**src/rtl/conv2d_tap_sequencer_if.sv**
```systemverilog
`default_nettype none
// ------------------------------------------------------------------------
// conv2d_tap_sequencer_if - control, bias and tap-address bundle  (rev 1.0)
// ------------------------------------------------------------------------
interface conv2d_tap_sequencer_if;
  logic        start;
  logic        busy;
  logic        done;
  logic        bias_req;
  logic [15:0] bias_row;
  logic        tap_valid;
  logic        tap_ready;
  logic [15:0] fm_addr;
  logic [15:0] kernel_row;
  logic [15:0] kernel_col;
  logic        tap_first;
  logic        tap_last;
  logic [15:0] out_addr;

  modport master (
    input  start, tap_ready,
    output busy, done, bias_req, bias_row, tap_valid, fm_addr,
           kernel_row, kernel_col, tap_first, tap_last, out_addr
  );

  modport slave (
    output start, tap_ready,
    input  busy, done, bias_req, bias_row, tap_valid, fm_addr,
           kernel_row, kernel_col, tap_first, tap_last, out_addr
  );
endinterface
`default_nettype wire

```
**src/rtl/conv2d_tap_sequencer.sv**
```systemverilog
`default_nettype none
// ------------------------------------------------------------------------
// conv2d_tap_sequencer - walks filters/pixels/in-bounds taps for a MAC
// datapath, skipping padded window positions without bubbles.  (rev 1.0)
// ------------------------------------------------------------------------
module conv2d_tap_sequencer #(
  parameter int WIDTH    = 8,
  parameter int HEIGHT   = 8,
  parameter int CHANNELS = 32,
  parameter int FILTERS  = 64,
  parameter int K        = 3,
  parameter int PAD      = 1
) (
  input  wire logic              clk,
  input  wire logic              rst,
  conv2d_tap_sequencer_if.master bus
);

  typedef enum logic [1:0] {
    S_IDLE = 2'd0,
    S_BIAS = 2'd1,
    S_RUN  = 2'd2,
    S_DONE = 2'd3
  } state_t;

  state_t      r_state;
  logic        r_busy, r_done, r_bias_req;
  logic [15:0] r_f, r_i, r_j, r_m, r_n, r_ch;

  // Valid kernel offsets for an output coordinate form one contiguous range,
  // so iterating lo..hi skips padding without ever burning a cycle.
  function automatic logic [15:0] win_lo(input logic [15:0] pos);
    int p = int'(pos);
    return (p < PAD) ? 16'(PAD - p) : 16'd0;
  endfunction

  function automatic logic [15:0] win_hi(input logic [15:0] pos, input int size);
    int p = int'(pos);
    return (p + K - 1 - PAD > size - 1) ? 16'(size - 1 + PAD - p) : 16'(K - 1);
  endfunction

  logic [15:0] w_m_lo, w_m_hi, w_n_lo, w_n_hi, w_m_lo_next, w_n_lo_next;
  logic        w_ch_last, w_n_last, w_m_last, w_j_last, w_i_last, w_f_last, w_run;
  int          w_in_y, w_in_x, w_fm, w_krow, w_oaddr;

  assign w_m_lo      = win_lo(r_i);
  assign w_m_hi      = win_hi(r_i, HEIGHT);
  assign w_n_lo      = win_lo(r_j);
  assign w_n_hi      = win_hi(r_j, WIDTH);
  assign w_m_lo_next = win_lo(r_i + 16'd1);
  assign w_n_lo_next = win_lo(r_j + 16'd1);

  assign w_ch_last = (r_ch == 16'(CHANNELS - 1));
  assign w_n_last  = (r_n == w_n_hi);
  assign w_m_last  = (r_m == w_m_hi);
  assign w_j_last  = (r_j == 16'(WIDTH - 1));
  assign w_i_last  = (r_i == 16'(HEIGHT - 1));
  assign w_f_last  = (r_f == 16'(FILTERS - 1));
  assign w_run     = (r_state == S_RUN);

  assign w_in_y  = int'(r_i) + int'(r_m) - PAD;
  assign w_in_x  = int'(r_j) + int'(r_n) - PAD;
  assign w_fm    = int'(r_ch) * WIDTH * HEIGHT + w_in_y * WIDTH + w_in_x;
  assign w_krow  = int'(r_m) * K * CHANNELS + int'(r_n) * CHANNELS + int'(r_ch);
  assign w_oaddr = int'(r_f) * WIDTH * HEIGHT + int'(r_i) * WIDTH + int'(r_j);

  assign bus.busy       = r_busy;
  assign bus.done       = r_done;
  assign bus.bias_req   = r_bias_req;
  assign bus.bias_row   = r_f;
  assign bus.tap_valid  = w_run;
  assign bus.tap_first  = w_run && (r_m == w_m_lo) && (r_n == w_n_lo) && (r_ch == 16'd0);
  assign bus.tap_last   = w_run && w_ch_last && w_n_last && w_m_last;
  assign bus.fm_addr    = w_run ? 16'(w_fm)    : 16'd0;
  assign bus.kernel_row = w_run ? 16'(w_krow)  : 16'd0;
  assign bus.kernel_col = w_run ? r_f          : 16'd0;
  assign bus.out_addr   = w_run ? 16'(w_oaddr) : 16'd0;

  always_ff @(posedge clk) begin
    if (rst) begin
      r_state    <= S_IDLE;
      r_busy     <= 1'b0;
      r_done     <= 1'b0;
      r_bias_req <= 1'b0;
      r_f  <= 16'd0; r_i <= 16'd0; r_j  <= 16'd0;
      r_m  <= 16'd0; r_n <= 16'd0; r_ch <= 16'd0;
    end else begin
      case (r_state)
        S_IDLE: begin
          if (bus.start) begin
            r_state    <= S_BIAS;
            r_busy     <= 1'b1;
            r_bias_req <= 1'b1;
          end
        end
        S_BIAS: begin
          r_state    <= S_RUN;
          r_bias_req <= 1'b0;
          r_i  <= 16'd0;
          r_j  <= 16'd0;
          r_ch <= 16'd0;
          r_m  <= win_lo(16'd0);
          r_n  <= win_lo(16'd0);
        end
        S_RUN: begin
          if (bus.tap_ready) begin
            if (!w_ch_last) begin
              r_ch <= r_ch + 16'd1;
            end else begin
              r_ch <= 16'd0;
              if (!w_n_last) begin
                r_n <= r_n + 16'd1;
              end else if (!w_m_last) begin
                r_m <= r_m + 16'd1;
                r_n <= w_n_lo;
              end else if (!w_j_last) begin
                r_j <= r_j + 16'd1;
                r_m <= w_m_lo;
                r_n <= w_n_lo_next;
              end else if (!w_i_last) begin
                r_i <= r_i + 16'd1;
                r_j <= 16'd0;
                r_m <= w_m_lo_next;
                r_n <= win_lo(16'd0);
              end else if (!w_f_last) begin
                r_f        <= r_f + 16'd1;
                r_state    <= S_BIAS;
                r_bias_req <= 1'b1;
              end else begin
                r_state <= S_DONE;
                r_done  <= 1'b1;
              end
            end
          end
        end
        S_DONE: begin
          r_state <= S_IDLE;
          r_busy  <= 1'b0;
          r_done  <= 1'b0;
          r_f  <= 16'd0; r_i <= 16'd0; r_j  <= 16'd0;
          r_m  <= 16'd0; r_n <= 16'd0; r_ch <= 16'd0;
        end
        default: r_state <= S_IDLE;
      endcase
    end
  end

endmodule
`default_nettype wire

```
**src/flat_wrapper.sv**
```systemverilog
// flat-port wrapper written by rule: the top's interface ports become plain ports
module conv2d_tap_sequencer_flat 
#(
  parameter int WIDTH    = 8,
  parameter int HEIGHT   = 8,
  parameter int CHANNELS = 32,
  parameter int FILTERS  = 64,
  parameter int K        = 3,
  parameter int PAD      = 1
)
  (clk, rst, bus_start, bus_tap_ready, bus_busy, bus_done, bus_bias_req, bus_bias_row, bus_tap_valid, bus_fm_addr, bus_kernel_row, bus_kernel_col, bus_tap_first, bus_tap_last, bus_out_addr);
  conv2d_tap_sequencer_if bus_i ();
  input  wire logic clk;
  input  wire logic rst;
  input wire logic [$bits(bus_i.start)-1:0] bus_start;
  input wire logic [$bits(bus_i.tap_ready)-1:0] bus_tap_ready;
  output wire logic [$bits(bus_i.busy)-1:0] bus_busy;
  output wire logic [$bits(bus_i.done)-1:0] bus_done;
  output wire logic [$bits(bus_i.bias_req)-1:0] bus_bias_req;
  output wire logic [$bits(bus_i.bias_row)-1:0] bus_bias_row;
  output wire logic [$bits(bus_i.tap_valid)-1:0] bus_tap_valid;
  output wire logic [$bits(bus_i.fm_addr)-1:0] bus_fm_addr;
  output wire logic [$bits(bus_i.kernel_row)-1:0] bus_kernel_row;
  output wire logic [$bits(bus_i.kernel_col)-1:0] bus_kernel_col;
  output wire logic [$bits(bus_i.tap_first)-1:0] bus_tap_first;
  output wire logic [$bits(bus_i.tap_last)-1:0] bus_tap_last;
  output wire logic [$bits(bus_i.out_addr)-1:0] bus_out_addr;
  assign bus_i.start = bus_start;
  assign bus_i.tap_ready = bus_tap_ready;
  assign bus_busy = bus_i.busy;
  assign bus_done = bus_i.done;
  assign bus_bias_req = bus_i.bias_req;
  assign bus_bias_row = bus_i.bias_row;
  assign bus_tap_valid = bus_i.tap_valid;
  assign bus_fm_addr = bus_i.fm_addr;
  assign bus_kernel_row = bus_i.kernel_row;
  assign bus_kernel_col = bus_i.kernel_col;
  assign bus_tap_first = bus_i.tap_first;
  assign bus_tap_last = bus_i.tap_last;
  assign bus_out_addr = bus_i.out_addr;
  conv2d_tap_sequencer #(.WIDTH(WIDTH), .HEIGHT(HEIGHT), .CHANNELS(CHANNELS), .FILTERS(FILTERS), .K(K), .PAD(PAD)) u_core (.clk(clk), .rst(rst), .bus(bus_i));
endmodule
```
**config.mk**
```make
export PLATFORM = sky130hd
export DESIGN_NAME = conv2d_tap_sequencer_flat
export DESIGN_NICKNAME = d
export VERILOG_FILES = /design/src/rtl/conv2d_tap_sequencer_if.sv /design/src/rtl/conv2d_tap_sequencer.sv /design/src/flat_wrapper.sv
export SDC_FILE = /design/constraint.sdc
export NUM_CORES = 1
export LEC_CHECK = 0
export ABC_CLOCK_PERIOD_IN_PS = 6700
export CAP_MARGIN = 20
export CELL_PAD_IN_SITES_DETAIL_PLACEMENT = 1
export CELL_PAD_IN_SITES_GLOBAL_PLACEMENT = 1
export CORE_MARGIN = 1
export CORE_UTILIZATION = 23
export CTS_CLUSTER_DIAMETER = 40
export DETAILED_ROUTE_END_ITERATION = 8
export HOLD_SLACK_MARGIN = 0.12
export PLACE_DENSITY_LB_ADDON = 0.1
export SLEW_MARGIN = 10
export SYNTH_ARGS = -nofsm -noshare
export SYNTH_HDL_FRONTEND = slang
export SYNTH_SLANG_ARGS = --single-unit
```
**constraint.sdc**
```tcl
create_clock -name clk -period 6.7 [get_ports clk]
set_input_delay 1.34 -clock clk [delete_from_list [all_inputs] [get_ports clk]]
set_output_delay 1.34 -clock clk [all_outputs]
set_load 0.02 [all_outputs]
```
Word-level counts from Yosys, hierarchy flattened
Cells that the tools add are included.
{"block": "word_totals", "input_bits": 4, "reg_bits": 101, "wordCells": 169}
{"block": "classes", "reduce_logical": 24, "order_cmp": 6, "n_mux": 76, "mul": 1, "eq_ne": 24, "addsub": 28}
{"op": "$mux 16", "count": 43}
{"op": "$pmux 16 s2", "count": 4}
{"op": "$sub 32x2->32 const B", "count": 4}
{"op": "$add 16x16->16", "count": 7}
{"op": "$add 16x1->16 const B", "count": 6}
{"op": "$pmux 16 s3", "count": 2}
{"op": "$eq 16x16->1", "count": 4}
{"op": "$gt 32x4->1 const B", "count": 2}
{"op": "$lt 16x1->1 const B", "count": 4}
{"op": "$sub 1x16->16 const A", "count": 4}
{"op": "$add 16x2->17 const B", "count": 2}
{"op": "$eq 16x3->1 const B", "count": 2}
{"op": "$sub 4x16->16 const A", "count": 2}
{"op": "$eq 16x5->1 const B", "count": 1}
{"op": "$eq 16x6->1 const B", "count": 1}
{"op": "$logic_not 16->1", "count": 1}
{"op": "$mul 16x2->11 const B", "count": 1}
{"op": "$mux 2", "count": 8}
{"op": "$reduce_and 8->1", "count": 2}
{"op": "$sub 16x2->16 const B", "count": 1}
{"op": "$mux 1", "count": 15}
{"op": "$reduce_and 7->1", "count": 2}
{"op": "$add 13x13->13", "count": 1}
{"op": "$sub 13x2->13 const B", "count": 1}
{"op": "20 further kinds", "count": 39}

Longest topological paths before layout
{"block": "depth", "ltp_word": 11, "ltp_mapped": 26}

Least setup slack after synthesis
No wires, ideal clock.
{"block": "synth_path", "path_type": "register -> output", "startpoint": "reg u_core.r_m[1]", "endpoint": "out bus_fm_addr[15]", "path_stages_with_launch": 25, "path_buffers": 0, "setup_slack_ns": 0.488, "arrival_time_ns": 4.872, "cell_sequence": "dfxtp_1 -> inv_1 -> ha_1 -> inv_1 -> ha_1 -> fa_1 -> a21oi_1 -> nor2_1 -> nor2_1 -> o21bai_1 -> a21oi_1 -> o21bai_1 -> a21oi_1 -> o21bai_1 -> a21oi_1 -> xor2_1 -> ha_1 -> inv_1 -> fa_1 -> fa_1 -> ha_1 -> a21oi_1 -> o21ai_0 -> xnor2_1 -> nor2_1"}
{"block": "synth_between", "elab_chain_len": 5}
{"element": "start: declaration", "line_no": "conv2d_tap_sequencer.sv:28", "text": "logic [15:0] r_f, r_i, r_j, r_m, r_n, r_ch;"}
{"element": "start signal: assignment", "line_no": "conv2d_tap_sequencer.sv:102", "text": "r_m <= win_lo(16'd0);"}
{"element": "start signal: assignment", "line_no": "conv2d_tap_sequencer.sv:114", "text": "r_m <= r_m + 16'd1;"}
{"element": "start signal: assignment", "line_no": "conv2d_tap_sequencer.sv:118", "text": "r_m <= w_m_lo;"}
{"element": "$add 13x13->13", "line_no": "conv2d_tap_sequencer.sv:61", "text": "assign w_in_y = int'(r_i) + int'(r_m) - PAD;"}
{"element": "$sub 13x2->13", "line_no": "conv2d_tap_sequencer.sv:61"}
{"element": "$add 16x16->16 (2 in a row)", "line_no": "conv2d_tap_sequencer.sv:63", "text": "assign w_fm = int'(r_ch) * WIDTH * HEIGHT + w_in_y * WIDTH + w_in_x;"}
{"element": "$mux 16", "line_no": "conv2d_tap_sequencer.sv:74", "text": "assign bus.fm_addr = w_run ? 16'(w_fm) : 16'd0;"}
{"element": "end: declaration", "line_no": "flat_wrapper.sv:22", "text": "output wire logic [$bits(bus_i.fm_addr)-1:0] bus_fm_addr;"}
Every way passes these cells.

Final worst setup path
{"block": "layout_path", "startpoint": "reg u_core.r_j[0]", "endpoint": "out bus_tap_last"}
{"block": "layout_between", "elab_chain_len": 8, "elab_cells_between_ends": 9}
{"element": "start: declaration", "line_no": "conv2d_tap_sequencer.sv:28"}
{"element": "start signal: assignment", "line_no": "conv2d_tap_sequencer.sv:117", "text": "r_j <= r_j + 16'd1;"}
{"element": "$add 16x2->17", "line_no": "conv2d_tap_sequencer.sv:39", "text": "return (p + K - 1 - PAD > size - 1) ? 16'(size - 1 + PAD - p) : 16'(K - 1);"}
{"element": "$sub 32x2->32 (2 in a row)", "line_no": "conv2d_tap_sequencer.sv:39"}
{"element": "$gt 32x4->1", "line_no": "conv2d_tap_sequencer.sv:39"}
{"element": "$mux 16 *", "line_no": "conv2d_tap_sequencer.sv:39"}
{"element": "$eq 16x16->1 *", "line_no": "conv2d_tap_sequencer.sv:54", "text": "assign w_n_last = (r_n == w_n_hi);"}
{"element": "$logic_and 1x1->1 * (2 in a row)", "line_no": "conv2d_tap_sequencer.sv:73", "text": "assign bus.tap_last = w_run && w_ch_last && w_n_last && w_m_last;"}
{"element": "end: declaration", "line_no": "flat_wrapper.sv:26", "text": "output wire logic [$bits(bus_i.tap_last)-1:0] bus_tap_last;"}
Mark *: on every way between the ends. The rest lies on a longest branch, timed or not.

==> results.sh <==
export IMPL_hold_class="reg -> reg"
export IMPL_endpoint_kind="output port"
export IMPL_dp_hpwl_um=46100
export IMPL_relSlewSlack_pct=24.1
export IMPL_crit_type="reg -> out"
export IMPL_clkPwrFrac_pct=35.9
export IMPL_total_power_uw=1570
export IMPL_hold_path_end="u_core.bus.done$_SDFFE_PP0P_"
export IMPL_synth_compound_area_share_pct=19.7
export IMPL_portBuffers=89
export IMPL_finalMaxSlewViolations=0
export IMPL_clkSinkCount=101
export IMPL_synthAdderAreaFrac_pct=18.2
export IMPL_firstDrtPassIters=5
export IMPL_hold_depth=1
export IMPL_finalHoldViolCount=0
export IMPL_num_rows=84
export IMPL_synth_most_common_cell="inv_1"
export IMPL_synth_edf_count=0
export IMPL_grtUsageTotal_pct=21.0
export IMPL_drtIter0Drc=572
export IMPL_status="complete, no violations"
export IMPL_h_tree_depth=3
export IMPL_wl_per_cell_um=23.2
export IMPL_yosys_top_cells_count="inv_1, nor2_1, xnor2_1"
export IMPL_cap_violations=0
export IMPL_synth_nets=1839
export IMPL_path_max_fanout=8
export IMPL_synth_xor_area_share_pct=11.1
export IMPL_fmax_mhz=154
export IMPL_synth_top_cell_area_share_pct=16.3
export IMPL_finalClockSkew_ns=0.0102
export IMPL_crit_reg2reg_launch="u_core.r_j[0]$_SDFFE_PP0P_"
export IMPL_ys_ff_latch=101
export IMPL_setup_viol=0
export IMPL_netlist_instances=1681
export IMPL_nets=1942
export IMPL_finalCritPeriodShare_pct=97.0
export IMPL_core_mm2=0.0530
export IMPL_muxShareOfSynthArea_pct=0.745
export IMPL_powerDensity_mw_per_mm2=105
export IMPL_required_ns=5.36
export IMPL_area_growth_pct=20.4
export IMPL_cts_hold_buf=0
export IMPL_tightest_slew_ns=1.13
export IMPL_async_flop_share_pct=0
export IMPL_fp_dieH_um=234
export IMPL_pwr_share_comb_pct=25.4
export IMPL_via_per_inst=5.14
export IMPL_dp_slack_ns=-0.0529
export IMPL_dieArea_mm2=0.0549
export IMPL_diodes=0
export IMPL_die_x_um=234
export IMPL_grt_max_degree=48
export IMPL_tritoncts="done"
export IMPL_drive_above_1_share_pct=10.2
export IMPL_r2r_cells=19
export IMPL_postSynthAreaPerCell_um2=7.39
export IMPL_yosys_warnings=0
export IMPL_finalWirelength_um=57300
export IMPL_worstSetupStartpointType="register"
export IMPL_ff2ff_setup_slack_ns=1.23
export IMPL_pin_count=90
export IMPL_clockBufferDepth=2
export IMPL_antenna_found_initial=1
export IMPL_antenna_left=0
export IMPL_cts_buffers=9
export IMPL_num_vias=12700
export IMPL_fin_crit_ns=6.50
export IMPL_grt_pass1_vias=13000
export IMPL_seq_power_share_pct=38.7
export IMPL_syn_cell_area_mm2=0.0124
export IMPL_synthTopCellsByArea="dfxtp_1, ha_1, xnor2_1"
export IMPL_root_buffer="clkbuf_16"
export IMPL_worstSkewPairLatency_ns=0.39
export IMPL_start_util_pct=23.5
export IMPL_r2r_end="u_core.bus.bias_row[14]$_SDFFE_PP0P_"
export IMPL_leakagePower_uw=0.00590
export IMPL_synth_top_family_by_area="simple AND/OR/NAND/NOR gates"
export IMPL_gr_total_overflow=0
export IMPL_yosysSeqAreaShare_pct=16.3
export IMPL_synth_top_area_cell="dfxtp_1"
export IMPL_p_sw_uw=510
export IMPL_p_sw_share_pct=32.5
export IMPL_ys_types=89
export IMPL_drc=0
export IMPL_vdd_drop_max_mv=0.119
export IMPL_synth_flop_cell="dfxtp_1"
export IMPL_p_int_uw=1060
export IMPL_grt_first_pass_wirelength_um=85000
export IMPL_gp_routability_congestion=0.858
export IMPL_arrival_ns=5.16
export IMPL_min_from="u_core.bus.done$_SDFFE_PP0P_"
export IMPL_synth_simple_area_share_pct=25.7
export IMPL_fin_ws_ns=0.202
export IMPL_clk_pin_slew_worst_paths_ns=0.08
repair_timing:
item | CTS | global route
gates resized for setup | 20 | 35
pin swaps | 3 | 29
endpoints found under the setup margin | 5 | 8
buffers inserted | 1 | 5
flip-flops by register name, indices dropped and copies added, names as in the netlist:
signal and flops:
u_core.bus.bias_row 16, u_core.r_ch 16, u_core.r_i 16, u_core.r_j 16
u_core.r_m 16, u_core.r_n 16, u_core.r_state 2, u_core.bus.bias_req 1
u_core.bus.busy 1, u_core.bus.done 1
through the flow:
stage / cell area (um^2) / hold WS, ns / cells / TNS [ns] / utilization [%]
floorplan: 12400 / 0.470 / 1681 / 0 / -
global placement: 14500 / 0.463 / 2455 / -0.0302 / 27.4
detailed placement: 14500 / 0.459 / 2455 / -0.0529 / 27.4
CTS: 14800 / 0.483 / 2469 / 0 / 27.9
global route: 15000 / 0.526 / 2474 / -0.0387 / 28.2
finish: 15000 / 0.474 / 2474 / 0 / 28.2
final cells by class:
class                      count  area (um^2)
clock buffer                   9          225
clock inverter                 4         51.3
fill                        6413        38000
inverter                     169          642
multi-input combinational   1313         9520
sequential                   101         2020
tap                          688          861
timing repair buffer         190         1640
logic make-up after synthesis:
| family | Yosys count |
|---|---|
| AOI/OAI and AO/OA | 368 |
| xor gates and xnor gates | 157 |
| adders and majority gates | 154 |
| buffers and inverters | 267 |
| DFF | 101 |
| muxes | 9 |
| and+or+nand+nor | 625 |
power groups by stage:
stage | clock network [uW] | logic [uW] | registers [uW]
CTS | 590 | 378 | 608
floorplan | 0 | 222 | 624
finish | 564 | 398 | 608
detailed placement | 0 | 373 | 622
global placement | 0 | 371 | 622
global route | 606 | 445 | 609
per-layer routing:
metal / track usage [%] / up-vias / wire, um
met3: 2.74 / 46 / 2170
met1: 28.5 / 6330 / 27000
li1: - / 6088 / -
met5: 0 / - / 0
met2: 34.6 / 245 / 26900
met4: 6.27 / 0 / 1290
how the worst max path moves through the flow:
| stage | to | start |
|---|---|---|
| after floorplan | bus_fm_addr[15] | u_core.r_m[1]$_SDFFE_PP0P_ |
| after global placement | bus_fm_addr[15] | u_core.r_m[1]$_SDFFE_PP0P_ |
| after detailed placement | bus_fm_addr[15] | u_core.r_m[1]$_SDFFE_PP0P_ |
| after CTS | bus_fm_addr[15] | u_core.r_m[1]$_SDFFE_PP0P_ |
| after global routing | bus_tap_last | u_core.r_j[0]$_SDFFE_PP0P_ |
| final | bus_tap_last | u_core.r_j[0]$_SDFFE_PP0P_ |
critical path, cell delays in order (launching register included):
cell and delay [ns]:
dfxtp_1 0.38, clkinvlp_4 0.31, ha_1 0.36, nand2b_1 0.11, nand2_1 0.11, ha_1 0.26
nand2b_1 0.18, xor2_1 0.16, o31ai_1 0.25, o211ai_1 0.22, buf_4 0.22, nor2_1 0.29
o21ai_0 0.17, a22oi_1 0.28, and4_1 0.40, and3_1 0.25, and3_1 0.20, clkdlybuf4s50_1 0.61
layout by cell type, fill, tap and decap left out, types with 7 or more instances in the layout:
| cell type | n |
|---|---|
| a211oi_1 | 12 |
| a22oi_1 | 7 |
| ha_1 | 103 |
| and2_1 | 35 |
| buf_4 | 103 |
| clkdlybuf4s50_1 | 84 |
| nand4_1 | 35 |
| xor2_1 | 29 |
| a21o_1 | 9 |
| mux2i_1 | 7 |
| and3_1 | 30 |
| o31ai_1 | 19 |
| clkbuf_16 | 9 |
| a31oi_1 | 29 |
| nor4_1 | 27 |
| o21ai_0 | 61 |
| nand2b_1 | 19 |
| a21oi_1 | 77 |
| inv_1 | 161 |
| nor3_1 | 62 |
| fa_1 | 43 |
| o211ai_1 | 10 |
| nand3_1 | 66 |
| xnor2_1 | 127 |
| a31o_2 | 7 |
| o22ai_1 | 11 |
| o21ai_1 | 19 |
| or3_1 | 22 |
| nand2_1 | 111 |
| nor2_1 | 158 |
| o21bai_1 | 19 |
| o41ai_1 | 7 |
| dfxtp_1 | 99 |
| nor2b_1 | 12 |
| a21oi_2 | 10 |
| o21a_1 | 8 |
Power figures use the tool's default switching activity.
